$ cat src/rtl/i2c_cmd_engine.sv
// Byte-level I2C master: one register read/write per IO_CONTROL_PULSE on open-drain SCL/SDA.
// Optional I2C_CLK_STRETCH_EN: honour slave clock stretching during data/ACK bits.
module i2c_cmd_engine #(
  parameter logic [15:0] CLK_DIV = 16'd250
) (
  input  logic       clk,
  input  logic       rst,
  input  logic       IO_CONTROL_PULSE,
  input  logic       IO_CONTROL_RW,
  input  logic [7:0] IO_CONTROL_ID,
  input  logic [7:0] IO_ADDR_ADDR,
  input  logic [7:0] IO_WDATA_WDATA,
  output logic [7:0] IO_RDATA_RDATA,
  output logic       IO_CONTROL_CMPLT,
  output logic       IO_CONTROL_NACK,
  output logic       busy,
  input  logic       scl_i,
  input  logic       sda_i,
  output logic       scl_t,
  output logic       sda_t
);

  typedef enum logic [2:0] {IDLE, START, TX_BYTE, RESTART, RX_BYTE, STOP, DONE} state_t;

  state_t      state, state_nxt;
  logic [15:0] qcnt;
  logic [1:0]  quarter;
  logic [2:0]  bit_cnt;
  logic        ack_bit;
  logic [1:0]  byte_idx;
  logic        cmd_rw;
  logic [6:0]  cmd_id;
  logic [7:0]  cmd_addr, cmd_wdata;
  logic [7:0]  tx_sh, rx_sh;
  logic        got_nack;
  logic        accept, bus_state, bit_state, stall, tick, q_end, sample;
  logic        scl_nxt, sda_nxt;
  logic        unused_inputs;

  assign unused_inputs = ^{scl_i, IO_CONTROL_ID[0]};

  assign busy      = (state != IDLE) || IO_CONTROL_CMPLT;
  assign accept    = IO_CONTROL_PULSE && !busy;
  assign bit_state = (state == TX_BYTE) || (state == RX_BYTE);
  assign bus_state = bit_state || (state == START) || (state == RESTART) || (state == STOP);

`ifdef I2C_CLK_STRETCH_EN
  assign stall = bit_state && (quarter == 2'd2) && !scl_i;
`else
  assign stall = 1'b0;
`endif

  assign tick   = bus_state && (qcnt == '0) && !stall;
  assign q_end  = tick && (quarter == 2'd3);
  assign sample = tick && (quarter == 2'd2);

  always_comb begin
    state_nxt = state;
    scl_nxt   = 1'b1;
    sda_nxt   = 1'b1;
    case (state)
      IDLE: if (accept) state_nxt = START;
      START: begin
        scl_nxt = (quarter != 2'd3);
        sda_nxt = !quarter[1];
        if (q_end) state_nxt = TX_BYTE;
      end
      TX_BYTE: begin
        scl_nxt = ^quarter;
        sda_nxt = ack_bit | tx_sh[7];
        if (q_end && ack_bit) begin
          if (got_nack) state_nxt = STOP;
          else begin
            case (byte_idx)
              2'd0: state_nxt = TX_BYTE;
              2'd1: state_nxt = cmd_rw ? RESTART : TX_BYTE;
              2'd2: state_nxt = STOP;
              default: state_nxt = RX_BYTE;
            endcase
          end
        end
      end
      // SCL held low in Q0 so releasing SDA after the ACK slot is not seen as STOP
      RESTART: begin
        scl_nxt = ^quarter;
        sda_nxt = !quarter[1];
        if (q_end) state_nxt = TX_BYTE;
      end
      RX_BYTE: begin
        scl_nxt = ^quarter;
        if (q_end && ack_bit) state_nxt = STOP;
      end
      STOP: begin
        scl_nxt = (quarter != 2'd0);
        sda_nxt = quarter[1];
        if (q_end) state_nxt = DONE;
      end
      DONE: state_nxt = IDLE;
      default: state_nxt = IDLE;
    endcase
  end

  always_ff @(posedge clk) begin
    if (rst) begin
      state            <= IDLE;
      qcnt             <= '0;
      quarter          <= '0;
      bit_cnt          <= '0;
      ack_bit          <= 1'b0;
      byte_idx         <= '0;
      cmd_rw           <= 1'b0;
      cmd_id           <= '0;
      cmd_addr         <= '0;
      cmd_wdata        <= '0;
      tx_sh            <= '0;
      rx_sh            <= '0;
      got_nack         <= 1'b0;
      IO_RDATA_RDATA   <= '0;
      IO_CONTROL_CMPLT <= 1'b0;
      IO_CONTROL_NACK  <= 1'b0;
      scl_t            <= 1'b1;
      sda_t            <= 1'b1;
    end else begin
      state            <= state_nxt;
      scl_t            <= scl_nxt;
      sda_t            <= sda_nxt;
      IO_CONTROL_CMPLT <= 1'b0;
      if (accept) begin
        cmd_rw    <= IO_CONTROL_RW;
        cmd_id    <= IO_CONTROL_ID[7:1];
        cmd_addr  <= IO_ADDR_ADDR;
        cmd_wdata <= IO_WDATA_WDATA;
        tx_sh     <= {IO_CONTROL_ID[7:1], 1'b0};
        qcnt      <= CLK_DIV - 16'd1;
        quarter   <= '0;
        bit_cnt   <= '0;
        ack_bit   <= 1'b0;
        byte_idx  <= '0;
        got_nack  <= 1'b0;
      end else begin
        if (tick) begin
          qcnt    <= CLK_DIV - 16'd1;
          quarter <= quarter + 2'd1;
        end else if (bus_state && !stall) begin
          qcnt <= qcnt - 16'd1;
        end
        if (sample && bit_state) begin
          if (ack_bit) begin
            if (state == TX_BYTE && sda_i) got_nack <= 1'b1;
          end else if (state == RX_BYTE) begin
            rx_sh <= {rx_sh[6:0], sda_i};
          end
        end
        if (q_end && bit_state) begin
          if (!ack_bit) begin
            tx_sh   <= {tx_sh[6:0], 1'b0};
            bit_cnt <= bit_cnt + 3'd1;
            if (bit_cnt == 3'd7) ack_bit <= 1'b1;
          end else begin
            ack_bit <= 1'b0;
            if (state == TX_BYTE) begin
              case (byte_idx)
                2'd0: begin
                  tx_sh    <= cmd_addr;
                  byte_idx <= 2'd1;
                end
                2'd1: begin
                  tx_sh    <= cmd_rw ? {cmd_id, 1'b1} : cmd_wdata;
                  byte_idx <= cmd_rw ? 2'd3 : 2'd2;
                end
                default: ;
              endcase
            end
          end
        end
        if (state == DONE) begin
          IO_CONTROL_CMPLT <= 1'b1;
          IO_CONTROL_NACK  <= got_nack;
          if (cmd_rw && !got_nack) IO_RDATA_RDATA <= rx_sh;
        end
      end
    end
  end

endmodule

$ cat config.mk
export PLATFORM = sky130hd
export DESIGN_NAME = i2c_cmd_engine
export DESIGN_NICKNAME = d
export VERILOG_FILES = /design/src/rtl/i2c_cmd_engine.sv
export SDC_FILE = /design/constraint.sdc
export NUM_CORES = 1
export LEC_CHECK = 0
export CAP_MARGIN = 20
export CORE_UTILIZATION = 55
export CTS_CLUSTER_DIAMETER = 100
export DETAILED_ROUTE_END_ITERATION = 12
export PLACE_DENSITY_LB_ADDON = 0.25
export SLEW_MARGIN = 20
export SYNTH_ARGS = -nofsm -noshare
export SYNTH_HDL_FRONTEND = slang
export SYNTH_SLANG_ARGS = --single-unit
$ cat constraint.sdc
create_clock -name clk -period 3 [get_ports clk]
set_input_delay 0.45 -clock clk [delete_from_list [all_inputs] [get_ports clk]]
set_output_delay 0.45 -clock clk [all_outputs]
set_load 0.02 [all_outputs]
After elaboration in Yosys (flattened, before gate mapping). Cells that the tools add are included.

Output and inout port bits: 13. Bits in registers: 80. Logic and storage cells: 111.

Bitwise operators: 3. $add $sub $neg: 3. Reduce and logical (&&, ||, !) cells: 39. Eq/ne operators: 21. Muxes and demuxes: 25.

Operators with widths (count): two-way mux 8 bit (8); two-way mux 3 bit (6); logical NOT 16 bit (1); case mux 8 bit (2 select lines) (1); subtractor 16 x 1 -> 16 bit (second input constant) (1); case mux 3 bit (5 select lines) (1); equality test 3 bit (second input constant) (4); AND reduction 3 bit (4); != test 2 bit (second input constant) (5); logical AND 1 bit (9); case mux 3 bit (3 select lines) (1); AND reduction 4 bit (2); equality test 2 bit (second input constant) (3); equality test 3 x 2 -> 1 bit (second input constant) (2); != test 3 x 1 -> 1 bit (second input constant) (2); case mux 1 bit (3 select lines) (2); nonzero test 2 bit (3); nonzero test 3 bit (2); OR reduction 3 bit (2); logical OR 1 bit (5); two-way mux 1 bit (5); AND reduction 5 bit (1); != test 2 x 1 -> 1 bit (second input constant) (2); != test 4 x 1 -> 1 bit (second input constant) (1); other kinds (13) (18).

Depth between registers and ports, before layout. Gate-level depths: netlist (run 1).

Depth after elaboration: 10. Gate-level depth with buffers: 8. Gate-level depth less buffers: 7.

Worst setup path after synthesis (run 1). No wires, ideal clock.

Path type: register to register. Start: register qcnt[0]. End: register tx_sh[7]. Arrival: 2.103 ns. Required time: 2.876 ns. Path slack: 0.773 ns. Cell stages (with the launch flop): 9. Cell sequence: dfxtp_1 > inv_1 > ha_1 > or3b_2 > nor4_4 > nor4b_4 > or2_1 > buf_2 > a31oi_1.

Cells in the longest elaborated chain, start to end: 6.

Ends and longest elaborated chain: from (decl) (RTL line 26) `logic [15:0] qcnt;`; from (signal assigned) (RTL line 134) `qcnt <= CLK_DIV - 16'd1;`; from (signal assigned) (RTL line 142) `qcnt <= CLK_DIV - 16'd1;`; from (signal assigned) (RTL line 145) `qcnt <= qcnt - 16'd1;`; logical NOT 16 bit (RTL line 53) `assign tick = bus_state && (qcnt == '0) && !stall;`; logical AND 1 bit (RTL line 53); logical AND 1 bit (RTL line 54) `assign q_end = tick && (quarter == 2'd3);`; logical AND 1 bit (RTL line 154) `if (q_end && bit_state) begin`; nonzero test 2 bit (no line); AND reduction 3 bit (no line); to (signal assigned) (RTL line 156) `tx_sh <= {tx_sh[6:0], 1'b0};`; to (signal assigned) (RTL line 164) `tx_sh <= cmd_addr;`; to (signal assigned) (RTL line 168) `tx_sh <= cmd_rw ? {cmd_id, 1'b1} : cmd_wdata;`; to (decl) (RTL line 34) `logic [7:0] tx_sh, rx_sh;`.

Every way passes these cells. A chain may end at the register's enable or synchronous reset.

Worst setup path after layout (run 1).
Start: register state[1]. End: output port busy.

Cells in the longest elaborated chain, start to end: 2.

Ends and longest elaborated chain: from (decl) (RTL line 25) `state_t state, state_nxt;`; from (signal assigned) (RTL line 124) `state <= state_nxt;`; nonzero test 3 bit (RTL line 42) `assign busy = (state != IDLE) || IO_CONTROL_CMPLT;`; logical OR 1 bit (RTL line 42); to (decl) (RTL line 16) `output logic busy,`.

Every way passes these cells.

==> metrics, run 1 <==
Die Y=83.56 um; crit end category=output port; P_leak=around 1.7 nW; Synth Area in Simple Gates=24.11%; Worst Hold Class=reg -> reg; detailed-route vias per instance=5.707; Buf+Inv Stages, Crit Path=2; commonest non-fill, non-tap cell in the layout=dfxtp_1; port bufs=40; Clock Latency Late Sink=350 ps; Final period util=roughly 83%; RSZ-0062 raised after global routing=false; Synth Area in XOR/XNOR=3.830%; number of flops mapped to enable cells by yosys=0; Vias=3,150; top_reg_cell synth=dfxtp_1; critical path type=reg -> out; Worst-path clk slew=80 ps; Final Critical Period=2491 ps; Finish-stage setup viols=0; GR Util All Layers=23.85%; vias in the first global route=2,954; worst-path maximum fanout=12; ys async rst share=0%; Final ANT Viol Nets=0; grt ovf=0; slowest stage cell, crit path=nor4_1; WP depth=3; antenna violations before repair=0; clk buf depth=2; relative slew slack=40.14%; CP startpoint kind=flop; wire per inst=14.42 um; Max Cap Viol=0; # clock sinks=80; area leader, netlist=dfxtp_1; first drt pass iteration count=4; drt drc=0; post-route insts no fill=552; end of the worst register-to-register path=rx_sh[5]$_SDFFE_PP0P_; Synth Net Count=~470; initial core utilization=57.29%; delay-heaviest family, CP=buffers and inverters; # hold bufs at CTS=0; die area=6982 um^2; mux share of post-synthesis cell area=7.661%; Resize count post-CTS=0; Total Wirelength=7962 um; Root Buffer Master=clkbuf_8; highest-count cells in the layout ignoring fill and taps=dfxtp_1, nand2_1, nor2_1; Layout area overhead=19.25%; R2R Path Start=qcnt[0]$_SDFFE_PP0P_; Final Hold Viols=0; CP cell instances=nor4_1, inv_1, clkdlybuf4s50_1; largest net degree at the start of global routing=30; status=completed; top post-synthesis cells by area=dfxtp_1, mux2i_1, nand2_1; placed cells=536; sequential-to-total area share from yosys stat=43.78%; Nets=507; Antenna Cells=0; Worst-Margin Slew=896.7 ps; Rows=29; Syn Area/Cell=8.372 um^2; worst vdd ir=0.0003735 V; achievable frequency=roughly 400 MHz; Yosys cell types=50; launch point of the worst path=state[1]$_SDFFE_PP0P_; setup slack, reg-to-reg=590 ps; end of the critical path=busy; Clock Skew=around 11 ps; compound-cell area share of the yosys netlist=about 15%; Req. time, crit path=2550 ps; number of placed I/O pins=43; Core Region=6386 um^2; Iter 0 DRT Violations=205; TritonCTS clock tree=done; YS warnings=0; cell count of the worst reg-to-reg path=7; Sum Neg Setup Slack=0 ps; largest family of logic cells by synthesized area=simple AND/OR/NAND/NOR gates; Final Max Slew Viols=0; routability cong.=0.8229; Yosys top cell area share=43.78%; Gate Count Post-Synth=~440; Synth Area in Adders=2.394%; synthesized flop and latch total=80; global-route wire length before repair=13,440 um; H-tree depth=3; share of layout cells above drive strength 1=6.737%; Setup Fix Bufs, Post-CTS=0; P per Cell Area=572.3 nW/um^2; chip width=83.56 um; max incr delay on CP=about 560 ps; Cell Area, Synth=3659 um^2; WP data arrival=around 2000 ps; HPWL Detailed=between 5000 and 6000 um; TritonCTS buffer count=9; Total Power=2.497 mW
==> sequential cells by signal, indices dropped and copies added (netlist names), 7 cells and up <==
register,cells
IO_RDATA_RDATA,8
qcnt,16
tx_sh,8
cmd_addr,8
cmd_wdata,8
cmd_id,7
rx_sh,8
==> cell usage after synthesis, drive strengths merged (2+ instances only) <==
cell type	instances
nor4b	2
and3b	2
o21a	2
ha	7
mux2i	28
nor2b	11
clkbuf	23
nor4	3
xnor2	3
a21oi	45
nand2b	2
o21ai	17
nor3b	2
inv	7
nand2	64
buf	3
nand3	9
nor2	50
nand3b	4
or4	3
nor3	11
and2	4
a211oi	2
dfxtp	80
o31ai	7
nand4	3
a31oi	11
and3	4
xor2	13
==> worst register-to-register path, cell delays in order, from the launching register on <==
cell     delay, ps
dfxtp_1        350
inv_1           90
ha_1           150
or3b_2         480
nor4_4         450
nand4_2        420
mux2i_1        290
nor2_1          60
==> through the flow <==
stage	hold WS, ps	cell area (um^2)	utilization [%]	setup WS (ps)
2_1_floorplan	433.2	3659	-	773.2
3_3_place_gp	442.0	4109	64.34	669.3
3_5_place_dp	447.7	4109	64.34	629.5
4_1_cts	458.1	4363	68.32	527.1
5_1_grt	477.5	4363	68.32	416.7
6_report	456.6	4363	68.32	509.0
==> power breakdown <==
| part | switching, mW | internal (mW) | leakage, nW |
|---|---|---|---|
| logic | 0.196 | 0.149 | 0.912 |
| clock network | 0.387 | 0.597 | 0.126 |
| registers | 0.0503 | 1.12 | 0.652 |
==> worst min path at each step <==
stage / endpoint / startpoint / depth (start not counted)
final: cmd_id[1]$_SDFFE_PP0P_ / cmd_id[1]$_SDFFE_PP0P_ / 2
after global routing: cmd_id[4]$_SDFFE_PP0P_ / cmd_id[4]$_SDFFE_PP0P_ / 2
after detailed placement: cmd_id[1]$_SDFFE_PP0P_ / cmd_id[1]$_SDFFE_PP0P_ / 2
after global placement: cmd_id[3]$_SDFFE_PP0P_ / cmd_id[3]$_SDFFE_PP0P_ / 2
after floorplan: cmd_addr[1]$_SDFFE_PP0P_ / cmd_addr[1]$_SDFFE_PP0P_ / 2
after CTS: cmd_id[1]$_SDFFE_PP0P_ / cmd_id[1]$_SDFFE_PP0P_ / 2
==> area by class of cell <==
class,count,area (um^2)
fillers,547,2023
multi-input cells,323,1926
flip-flops and latches,80,1602
repair buffers,48,455.4
clock buffers,11,151.4
clock inverters,5,102.6
well taps,77,96.34
inverters,8,30.03
==> metal layers <==
| metal | up-vias | global-route usage [%] | wire length [um] |
|---|---|---|---|
| met4 | 0 | 10.17 | 133 |
| met3 | 12 | 4.253 | 314 |
| met2 | 68 | 38.65 | 3760 |
| met1 | 1492 | 31.26 | 3753 |
| met5 | - | 0 | 0 |
| li1 | 1578 | - | - |
==> kinds of logic (layout without fill, tap and decap cells) <==
group / after synthesis / in the layout
xor gates and xnor gates: 16 / 16
and+or+nand+nor: 179 / 179
DFF: 80 / 80
buffers and inverters: 34 / 72
muxes: 28 / 28
adders and majority gates: 7 / 7
AOI/OAI and AO/OA: 93 / 93
Note: power is estimated with default switching activity, not from simulation.
==> inputs of run 2 (changes only) <==
Settings changed: CORE_UTILIZATION 55 to 50.
Clock period 3 ns to 2.2 ns, I/O delays scaled along.
==> metrics, run 2 (synthesis results as in run 1) <==
critical path type=reg -> reg (was reg -> out); multi-input logic area=1936 um^2 (was 1926 um^2); max incr delay on CP=400 ps (was 560 ps); first drt pass iteration count=5 (was 4); Iter 0 DRT Violations=130 (was 205); port bufs=40 (unchanged); Nets=525 (was 507); P per Cell Area=693.8 nW/um^2 (was 572.3 nW/um^2); Total Power=3.097 mW (was 2.497 mW); chip width=87.54 um (was 83.56 um); Max Cap Viol=0 (unchanged); P_leak=1.760 nW (was 1.690 nW); delay-heaviest family, CP=simple AND/OR/NAND/NOR gates (was buffers and inverters); drt drc=0 (unchanged); global-route wire length before repair=13,750 um (was 13,440 um); Final Critical Period=2087 ps; # clock sinks=80 (unchanged); Final period util=94.84%; relative slew slack=60.15% (was 40.14%); Final ANT Viol Nets=0 (unchanged); grt ovf=0 (unchanged); Vias=3,127 (was 3,150); Layout area overhead=22.02% (was 19.25%); WP data arrival=2300 ps (was 2040 ps); GR Util All Layers=23.00% (was 23.85%); wire per inst=13.74 um (was 14.42 um); vias in the first global route=2,974 (was 2,954); largest net degree at the start of global routing=32 (was 30); post-route insts no fill=588 (was 552); Antenna Cells=0 (unchanged); Final Hold Viols=0 (unchanged); worst-path maximum fanout=7 (was 12); crit end category=flop (was output port); Finish-stage setup viols=0 (unchanged); TritonCTS clock tree=done (unchanged); initial core utilization=52.68% (was 57.29%); Buf+Inv Stages, Crit Path=2 (unchanged); Largest register FFs=16 (unchanged); Storage cell area=1602 um^2 (unchanged); worst vdd ir=0.0003222 V (was 0.0003735 V); H-tree depth=3 (unchanged); WP depth=8 (was 3); final core area utilization=64.29% (was 68.32%); Setup Slack @ Placement=40.93 ps (was 629.5 ps); die area=7663 um^2 (was 6982 um^2); Clock Skew=8.743 ps (was 10.68 ps); Die Y=87.54 um (was 83.56 um); Largest Register=qcnt (unchanged); placed cells=572 (was 536); Fillers=608 (was 547); clk buf depth=2 (unchanged); Worst-path clk slew=80 ps (about the same); CP startpoint kind=flop (unchanged); routability cong.=0.8885 (was 0.8229); Req. time, crit path=2410 ps (was 2550 ps); highest-count cells in the layout ignoring fill and taps=dfxtp_1, nand2_1, nor2_1 (unchanged); antenna violations before repair=0 (unchanged); achievable frequency=479.3 MHz; Rows=30 (was 29); detailed-route vias per instance=5.318 (was 5.707); share of layout cells above drive strength 1=10.37% (was 6.737%); TritonCTS buffer count=9 (unchanged); Clock Latency Late Sink=340 ps (was 350 ps); Worst Hold Class=reg -> reg (unchanged); Worst-Margin Slew=593.2 ps (was 896.7 ps); Root Buffer Master=clkbuf_8 (unchanged); cell count of the worst reg-to-reg path=8 (was 7); commonest non-fill, non-tap cell in the layout=dfxtp_1 (unchanged); Total Wirelength=8081 um (was 7962 um); Setup WS post-layout=113.5 ps (was 509.0 ps); slowest stage cell, crit path=or3b_4 (was nor4_1); CP cell instances=inv_1, ha_1, or3b_4, nor4_4, buf_4, nor4b_4, or2_1, a31oi_1 (was nor4_1, inv_1, clkdlybuf4s50_1); HPWL Detailed=5689 um (was 5381 um); Final Max Slew Viols=0 (unchanged); status=completed (unchanged); Core Region=6944 um^2 (was 6386 um^2); number of placed I/O pins=43 (unchanged); worst hold path cell count=2 (unchanged)
-- run 2: power breakdown --
part | total, mW | switching [mW] | leakage [nW] | internal [mW]
logic | 0.558 | 0.296 | 1.02 | 0.262
clock network | 0.958 | 0.519 | 0.0858 | 0.439
registers | 1.58 | 0.0568 | 0.652 | 1.52
-- run 2: per-layer routing --
layer / global-route usage [%] / part of all wire, % / vias up / wire, um
li1: - / - / 1611 / -
met1: 32.29 / 49 / 1453 / 3950
met2: 35.80 / 47 / 53 / 3764
met3: 3.393 / 3.3 / 10 / 269
met4: 8.942 / 1.2 / 0 / 96
met5: 0 / 0 / - / 0
-- run 2: final timing paths --
check                         startpoint                     end  slack [ps]
setup / recovery    qcnt[0]$_SDFFE_PP0P_   tx_sh[5]$_SDFFE_PP0P_         110
hold / removal    cmd_id[5]$_SDFFE_PP0P_  cmd_id[5]$_SDFFE_PP0P_         460
setup reg to reg    qcnt[0]$_SDFFE_PP0P_   tx_sh[5]$_SDFFE_PP0P_         110
hold reg to reg   cmd_id[5]$_SDFFE_PP0P_  cmd_id[5]$_SDFFE_PP0P_         460
-- run 2: per-stage QoR --
stage / area (um^2) / hold WS [ps] / setup TNS, ps
2_1_floorplan: 3659 / 433.2 / 0
3_3_place_gp: 4273 / 441.1 / 0
3_5_place_dp: 4273 / 449.4 / 0
4_1_cts: 4444 / 458.8 / 0
5_1_grt: 4464 / 472.9 / -3.786
6_report: 4464 / 457.5 / 0
-- run 2: worst min-delay path, stage by stage (launching register included) --
cell     delay (ps)
dfxtp_1         310
nand2_1          50
a21oi_1          50
-- run 2: area by class of cell --
cell class,instances,share of cell area (%)
repair buffers,66,13.57
flip-flops and latches,80,35.87
multi-input cells,323,43.36
clock buffers,11,3.167
inverters,8,0.6726
clock inverters,4,0.6726
well taps,96,2.691
-- run 2: timing repair --
action,4_1_cts,5_1_grt
resized for setup,0,5
setup buffers,0,1
setup endpoints to repair,0,36
hold buffers,0,0
